`config.mk`:
```
export PLATFORM = sky130hd
export DESIGN_NAME = dmem_arbiter
export DESIGN_NICKNAME = d
export VERILOG_FILES = /design/src/rtl/dmem_arbiter.sv
export SDC_FILE = /design/constraint.sdc
export NUM_CORES = 1
export LEC_CHECK = 0
export ABC_AREA = 1
export CAP_MARGIN = 10
export CORE_AREA = 5 5 116 118
export DETAILED_ROUTE_END_ITERATION = 10
export DIE_AREA = 0 0 121 123
export GPL_ROUTABILITY_DRIVEN = 0
export PLACE_DENSITY_LB_ADDON = 0.1
export SYNTH_ARGS = -nofsm -noshare
export SYNTH_HDL_FRONTEND = slang
export SYNTH_SLANG_ARGS = --single-unit
```
`constraint.sdc`:
```
create_clock -name clk -period 1.9 [get_ports clk]
set_input_delay 0.38 -clock clk [delete_from_list [all_inputs] [get_ports clk]]
set_output_delay 0.38 -clock clk [all_outputs]
set_load 0.005 [all_outputs]
```
`src/rtl/dmem_arbiter.sv`:
```
// Two-port arbiter in front of the single-port 8-word data memory.
// Port 1 gains priority after MAX_WAIT denied cycles; bad addresses raise rsp_err.
module dmem_arbiter #(
  parameter int unsigned MAX_WAIT   = 4,
  parameter logic [31:0] ADDR_LIMIT = 32'h0000_001F
) (
  input  logic        clk,
  input  logic        reset,
  input  logic        p0_req_valid,
  input  logic        p0_req_we,
  input  logic [31:0] p0_req_addr,
  input  logic [31:0] p0_req_wdata,
  output logic        p0_req_ready,
  output logic        p0_rsp_valid,
  output logic [31:0] p0_rsp_rdata,
  output logic        p0_rsp_err,
  input  logic        p1_req_valid,
  input  logic        p1_req_we,
  input  logic [31:0] p1_req_addr,
  input  logic [31:0] p1_req_wdata,
  output logic        p1_req_ready,
  output logic        p1_rsp_valid,
  output logic [31:0] p1_rsp_rdata,
  output logic        p1_rsp_err,
  output logic        mem_read_enable,
  output logic        mem_write_enable,
  output logic [31:0] mem_address,
  output logic [31:0] mem_write_data,
  input  logic [31:0] mem_data,
  output logic        p0_stall
);

  typedef enum logic [1:0] {IDLE, OWN0, OWN1} owner_t;

  localparam logic [3:0] WAIT_LIM = MAX_WAIT[3:0];

  owner_t      state;
  logic [3:0]  wait_cnt;
  logic        issued_we;
  logic        issued_err;
  logic        grant0;
  logic        grant1;
  logic        granted;
  logic        win_we;
  logic [31:0] win_addr;
  logic [31:0] win_wdata;
  logic        win_legal;
  logic [31:0] rsp_data;

  assign grant1  = p1_req_valid & ((wait_cnt >= WAIT_LIM) | ~p0_req_valid);
  assign grant0  = p0_req_valid & ~grant1;
  assign granted = grant0 | grant1;

  assign p0_req_ready = grant0;
  assign p1_req_ready = grant1;
  assign p0_stall     = p0_req_valid & ~grant0;

  // Select the winning request; zero when nobody is granted
  always_comb begin
    win_we    = 1'b0;
    win_addr  = 32'h0;
    win_wdata = 32'h0;
    if (grant1) begin
      win_we    = p1_req_we;
      win_addr  = p1_req_addr;
      win_wdata = p1_req_wdata;
    end else if (grant0) begin
      win_we    = p0_req_we;
      win_addr  = p0_req_addr;
      win_wdata = p0_req_wdata;
    end
  end

  assign win_legal = win_addr <= ADDR_LIMIT;

  assign mem_address      = win_addr;
  assign mem_write_data   = win_wdata;
  assign mem_write_enable = ~reset & granted & win_legal & win_we;
  assign mem_read_enable  = ~reset & granted & win_legal & ~win_we;

  // Count consecutive denied cycles of port 1, saturating at 15
  always_ff @(posedge clk or posedge reset) begin
    if (reset) begin
      wait_cnt <= 4'd0;
    end else if (p1_req_valid & ~grant1) begin
      if (wait_cnt != 4'hF) begin
        wait_cnt <= wait_cnt + 4'd1;
      end
    end else begin
      wait_cnt <= 4'd0;
    end
  end

  // Remember who issued this cycle and how, for next cycle's response
  always_ff @(posedge clk or posedge reset) begin
    if (reset) begin
      state      <= IDLE;
      issued_we  <= 1'b0;
      issued_err <= 1'b0;
    end else begin
      issued_we  <= win_we;
      issued_err <= granted & ~win_legal;
      if (grant1) begin
        state <= OWN1;
      end else if (grant0) begin
        state <= OWN0;
      end else begin
        state <= IDLE;
      end
    end
  end

  assign rsp_data = (~issued_we & ~issued_err) ? mem_data : 32'h0;

  // Route the response to the port that issued last cycle
  always_comb begin
    p0_rsp_valid = 1'b0;
    p0_rsp_err   = 1'b0;
    p0_rsp_rdata = 32'h0;
    p1_rsp_valid = 1'b0;
    p1_rsp_err   = 1'b0;
    p1_rsp_rdata = 32'h0;
    case (state)
      OWN0: begin
        p0_rsp_valid = 1'b1;
        p0_rsp_err   = issued_err;
        p0_rsp_rdata = rsp_data;
      end
      OWN1: begin
        p1_rsp_valid = 1'b1;
        p1_rsp_err   = issued_err;
        p1_rsp_rdata = rsp_data;
      end
      default: begin
      end
    endcase
  end

endmodule

```
Word-level counts from Yosys, hierarchy flattened
Cells that the tools add are included.
{ "totals": {"inputBits": 166, "wordCells": 48, "regBits": 8, "output_inout_bits": 137} }
{ "op_classes": {"n_mux": 17, "magnitude_cmp": 2, "bitwise_logic": 20, "eq_ne": 4, "addsub": 1} }
{ "ops": {"columns": ["operator", "n"], "rows": [
  ["2-to-1 mux 32 bit", 7],
  ["less-or-equal comparator 32 x 5 -> 1 bit, second input constant", 1],
  ["bitwise AND 1 bit", 10],
  ["2-to-1 mux 4 bit", 2],
  ["NOT 1 bit", 8],
  ["2-to-1 mux 1 bit", 7],
  ["adder 4 x 1 -> 4 bit, second input constant", 1],
  ["greater-or-equal comparator 4 x 3 -> 1 bit, second input constant", 1],
  ["inequality test 4 bit, second input constant", 1],
  ["equality test 2 x 1 -> 1 bit, second input constant", 1],
  ["equality test 2 bit, second input constant", 1],
  ["2-to-1 mux 2 bit", 1],
  ["inequality test 2 x 1 -> 1 bit, second input constant", 1],
  ["OR 1 bit", 2]
]} }

Depth between registers and ports, before layout
Gate-level depths: netlist of the first run.
{ "logic_depth": {"ltp_word": 10, "ltp_mapped": 12, "depth_no_buf": 11} }

Worst setup path after synthesis of the first run
OpenSTA, ideal clock, no wires.
{ "synth_path": {"path_type": "register -> output", "startpoint": "reg wait_cnt[2]", "endpoint": "out mem_read_enable", "stages_incl_launch_ff": 13, "setup_slack_ps": 6, "n_path_buf": 1, "required_ps": 1520, "arrival_ps": 1514, "path_cell_list": "dfrtp_1 nor2_4 nand2_2 nand2_4 buf_8 nor2_1 nor2_2 nand2_1 nor2_1 nand2_1 nor2_2 nand3_1 nor2_1"} }
{ "synth_via": {"elab_chain_cells": 10, "word_cells_on_any_way": 15, "cone_classes": "2 x order compare; 4 x mux; 9 x bitwise"} }
{ "synth_rtl": {"columns": ["item", "line_no", "source"], "rows": [
  ["start: declaration", "38", "logic [3:0] wait_cnt;"],
  ["start signal: assignment", "87", "wait_cnt <= wait_cnt + 4'd1;"],
  ["greater-or-equal comparator 4 x 3 -> 1 bit *", "50", "assign grant1 = p1_req_valid & ((wait_cnt >= WAIT_LIM) | ~p0_req_valid);"],
  ["OR 1 bit *", "50", null],
  ["bitwise AND 1 bit *", "50", null],
  ["NOT 1 bit", "51", "assign grant0 = p0_req_valid & ~grant1;"],
  ["bitwise AND 1 bit", "51", null],
  ["2-to-1 mux 32 bit", "67", "end else if (grant0) begin"],
  ["2-to-1 mux 32 bit", "63", "if (grant1) begin"],
  ["less-or-equal comparator 32 x 5 -> 1 bit", "74", "assign win_legal = win_addr <= ADDR_LIMIT;"],
  ["bitwise AND 1 bit", "79", "assign mem_read_enable = ~reset & granted & win_legal & ~win_we;"],
  ["bitwise AND 1 bit *", "79", null],
  ["end: declaration", "25", "output logic mem_read_enable,"]
]} }
Every way passes the cells marked *; elsewhere a longest branch is shown, timed or not.

Worst setup path in the final report of the first run
Same ends and word-level chain as after synthesis.

==> results.ini, run 1 <==
[routing]
drt_iter0_drc=123
routed_wl_um=14600
vias=3785
final_antenna_net_count=0
wl_per_cell_um=16.0
dr.pass1.iters=4
vias_per_cell=4.13
drc=0

[pwr]
total_power_mw=1.77
power_density_nw_per_um2=290
peakVddDrop_uv=178
p_leak_nw=3.17

[floorplan]
die_area_um2=14900
start_util_pct=16.0
ioPinCount=303
row_count=41
core_um2=12400
dieHeight_um=123
fp.dieW_um=121

[cells_and_area]
syn_to_final_growth_pct=208
drive_gt1_share_pct=40.7
final_cell_mix=clkdlybuf4s50_1, inv_1, clkbuf_2
diodes=0
stdcell_area_um2=6090
nets=914
layout_commonest_cell=clkdlybuf4s50_1

[timing]
fin_skew_ns=0.000569
fmax_mhz=396
rsz0062_at_grt=true
finalHoldViolCount=0
tns_ns=-16.98
setup_ws_ns=-0.622
timing.final.crit_share_pct=133
layout_min_cycle_time_ns=2.52
slew_violations=0
setup_viol=66
hold_ws_ns=0.441

[worst_setup_path]
start_kind=flop
crit_required_ns=1.52
r2r-start=wait_cnt[2]
slowest_delay_ns=0.38
critical_path_arrival_ns=2.14
path_class=flop to primary output
path_max_fanout=8
slowest_stage=dfrtp_1
crit_chain=nor2_4, buf_6, o21bai_4, buf_12, buf_8, nor2_1, nor2_1, nand2_1, nor2_2, nand2_1, nor2_2, nand3_2, nor2_1, buf_4
critical_path.most_common_cell=nor2_1
path_buf_inv=4
crit_family=simple AND/OR/NAND/NOR gates
critPathCaptureType=primary output
cp-startpoint=wait_cnt[2]

[clocking]
clk_path_buf_depth=2
cts_num_sinks=8
cts_tree=built
root_buffer=clkbuf_16
clk_latency_ns=0.23
cts_max_level=1
hold_buffers=0
cts_made_buffers=3
clk_pin_slew_ns=0.04

[logic_synthesis]
ys_async_sr_fraction_pct=100
synthDistinctLibCells=27
synth_top_area_share_pct=20.9
synth-edff-count=0
synth_fp_nets=540
ys_seq_area_share_pct=10.1
ys_ff_latch=8
syn_inst=373
synth_ff_type=dfrtp_1
syn_area_per_cell_um2=5.30
synth_area_um2=1980
yosys.area.top_type=inv_1
ys_top_cells_by_area=inv_1, nor3_1, a22o_1
ys.warnings.count=0

[placement]
io_buffers=302
dp_hpwl_um=10800
placed_area_um2=5450

[global_route]
met2_usage_pct=32.3
busiest_layer=met2
grt_use_met1_pct=18.2
grt_max_degree=34
antenna_found_initial=0
grt_overflow_total=0
met3_usage_pct=5.63
grt_pass1_wl_um=19900
grt_use_total_pct=16.9
grt_pass1_vias=3780

[outcome]
outcome=finished with violations
violations=setup timing

[job]
cap_violations=0

[min_path]
hold_class=flop to flop
min_from=wait_cnt[0]

-- registers in the layout (all words and copies together) (netlist names) --
signal      flops
state           2
issued_we       1
wait_cnt        4
issued_err      1
-- worst paths after layout --
path                              endpoint  slack (ns)  cells after the start
max                        mem_read_enable       -0.62                     14
min                            wait_cnt[0]        0.44                      1
max reg2reg                     issued_err       -0.06                     14
min reg2reg                    wait_cnt[0]        0.44                      1
max in group asynchronous       issued_err        1.10                      3
min in group asynchronous      wait_cnt[0]        0.58                      3
-- cells by family (layout without fill, tap and decap cells) --
kind of cell	Yosys count	after routing	synth area share, %
xor+xnor	1	1	0.443
simple gates	179	182	40.6
flops	8	8	10.1
buf+inv	137	506	28.1
compound gates	46	46	19.9
other cells	1	1	0.190
fa+ha+maj	1	1	0.632
-- timing repair --
item | 4_1_cts | 5_1_grt
endpoints found under the setup margin | 136 | 130
pin swaps | 35 | 31
setup buffers | 36 | 15
resized for setup | 395 | 190
hold endpoints to repair | 0 | 0
gates cloned | 7 | 10
-- cells in the mapped netlist (2+ instances only) --
library cell,count
nor2_2,9
nand3_1,2
dfrtp_1,8
a22o_1,37
clkbuf_1,17
o21ai_0,2
a21oi_2,2
inv_2,2
inv_1,110
o21ai_1,2
nor3_1,66
nand2_1,30
buf_6,2
buf_8,2
nor2_1,67
buf_2,4
-- routing by layer --
layer | routed length, um | share of wire [%]
met5 | 0 | 0
met4 | 114 | 0.78
met3 | 1400 | 9.6
met2 | 7800 | 53
met1 | 5340 | 36
-- layout make-up --
cell class              count  area, um^2
inverters                 112         423
clock buffers               3        75.1
repair buffers            391        3600
well taps                 172         215
flip-flops and latches      8         200
fillers                  1248        6270
multi-input cells         231        1570
-- report_power, final --
| group | total (mW) | internal (mW) | switching, mW |
|---|---|---|---|
| clock network | 0.349 | 0.271 | 0.0779 |
| logic | 1.24 | 0.764 | 0.472 |
| registers | 0.182 | 0.178 | 0.00417 |
-- metrics by stage --
stage / utilization, % / instances / setup slack, ns
after global placement: 44.1 / 860 / -1.15
after global routing: 49.2 / 917 / -0.784
after detailed placement: 44.1 / 860 / -1.19
final: 49.2 / 917 / -0.622
after floorplan: - / 373 / 0.00554
after CTS: 47.6 / 898 / -0.699
Note: power is estimated with default switching activity, not from simulation.
==> run 2, diff against run 1 <==
--- a/config.mk
+++ b/config.mk
@@ -12,6 +12,7 @@
 export DIE_AREA = 0 0 121 123
 export GPL_ROUTABILITY_DRIVEN = 0
 export PLACE_DENSITY_LB_ADDON = 0.1
+export SLEW_MARGIN = 20
 export SYNTH_ARGS = -nofsm -noshare
 export SYNTH_HDL_FRONTEND = slang
 export SYNTH_SLANG_ARGS = --single-unit
==> results of run 2 <==
No change in the layout: final DEF, timing and power equal those of run 1.
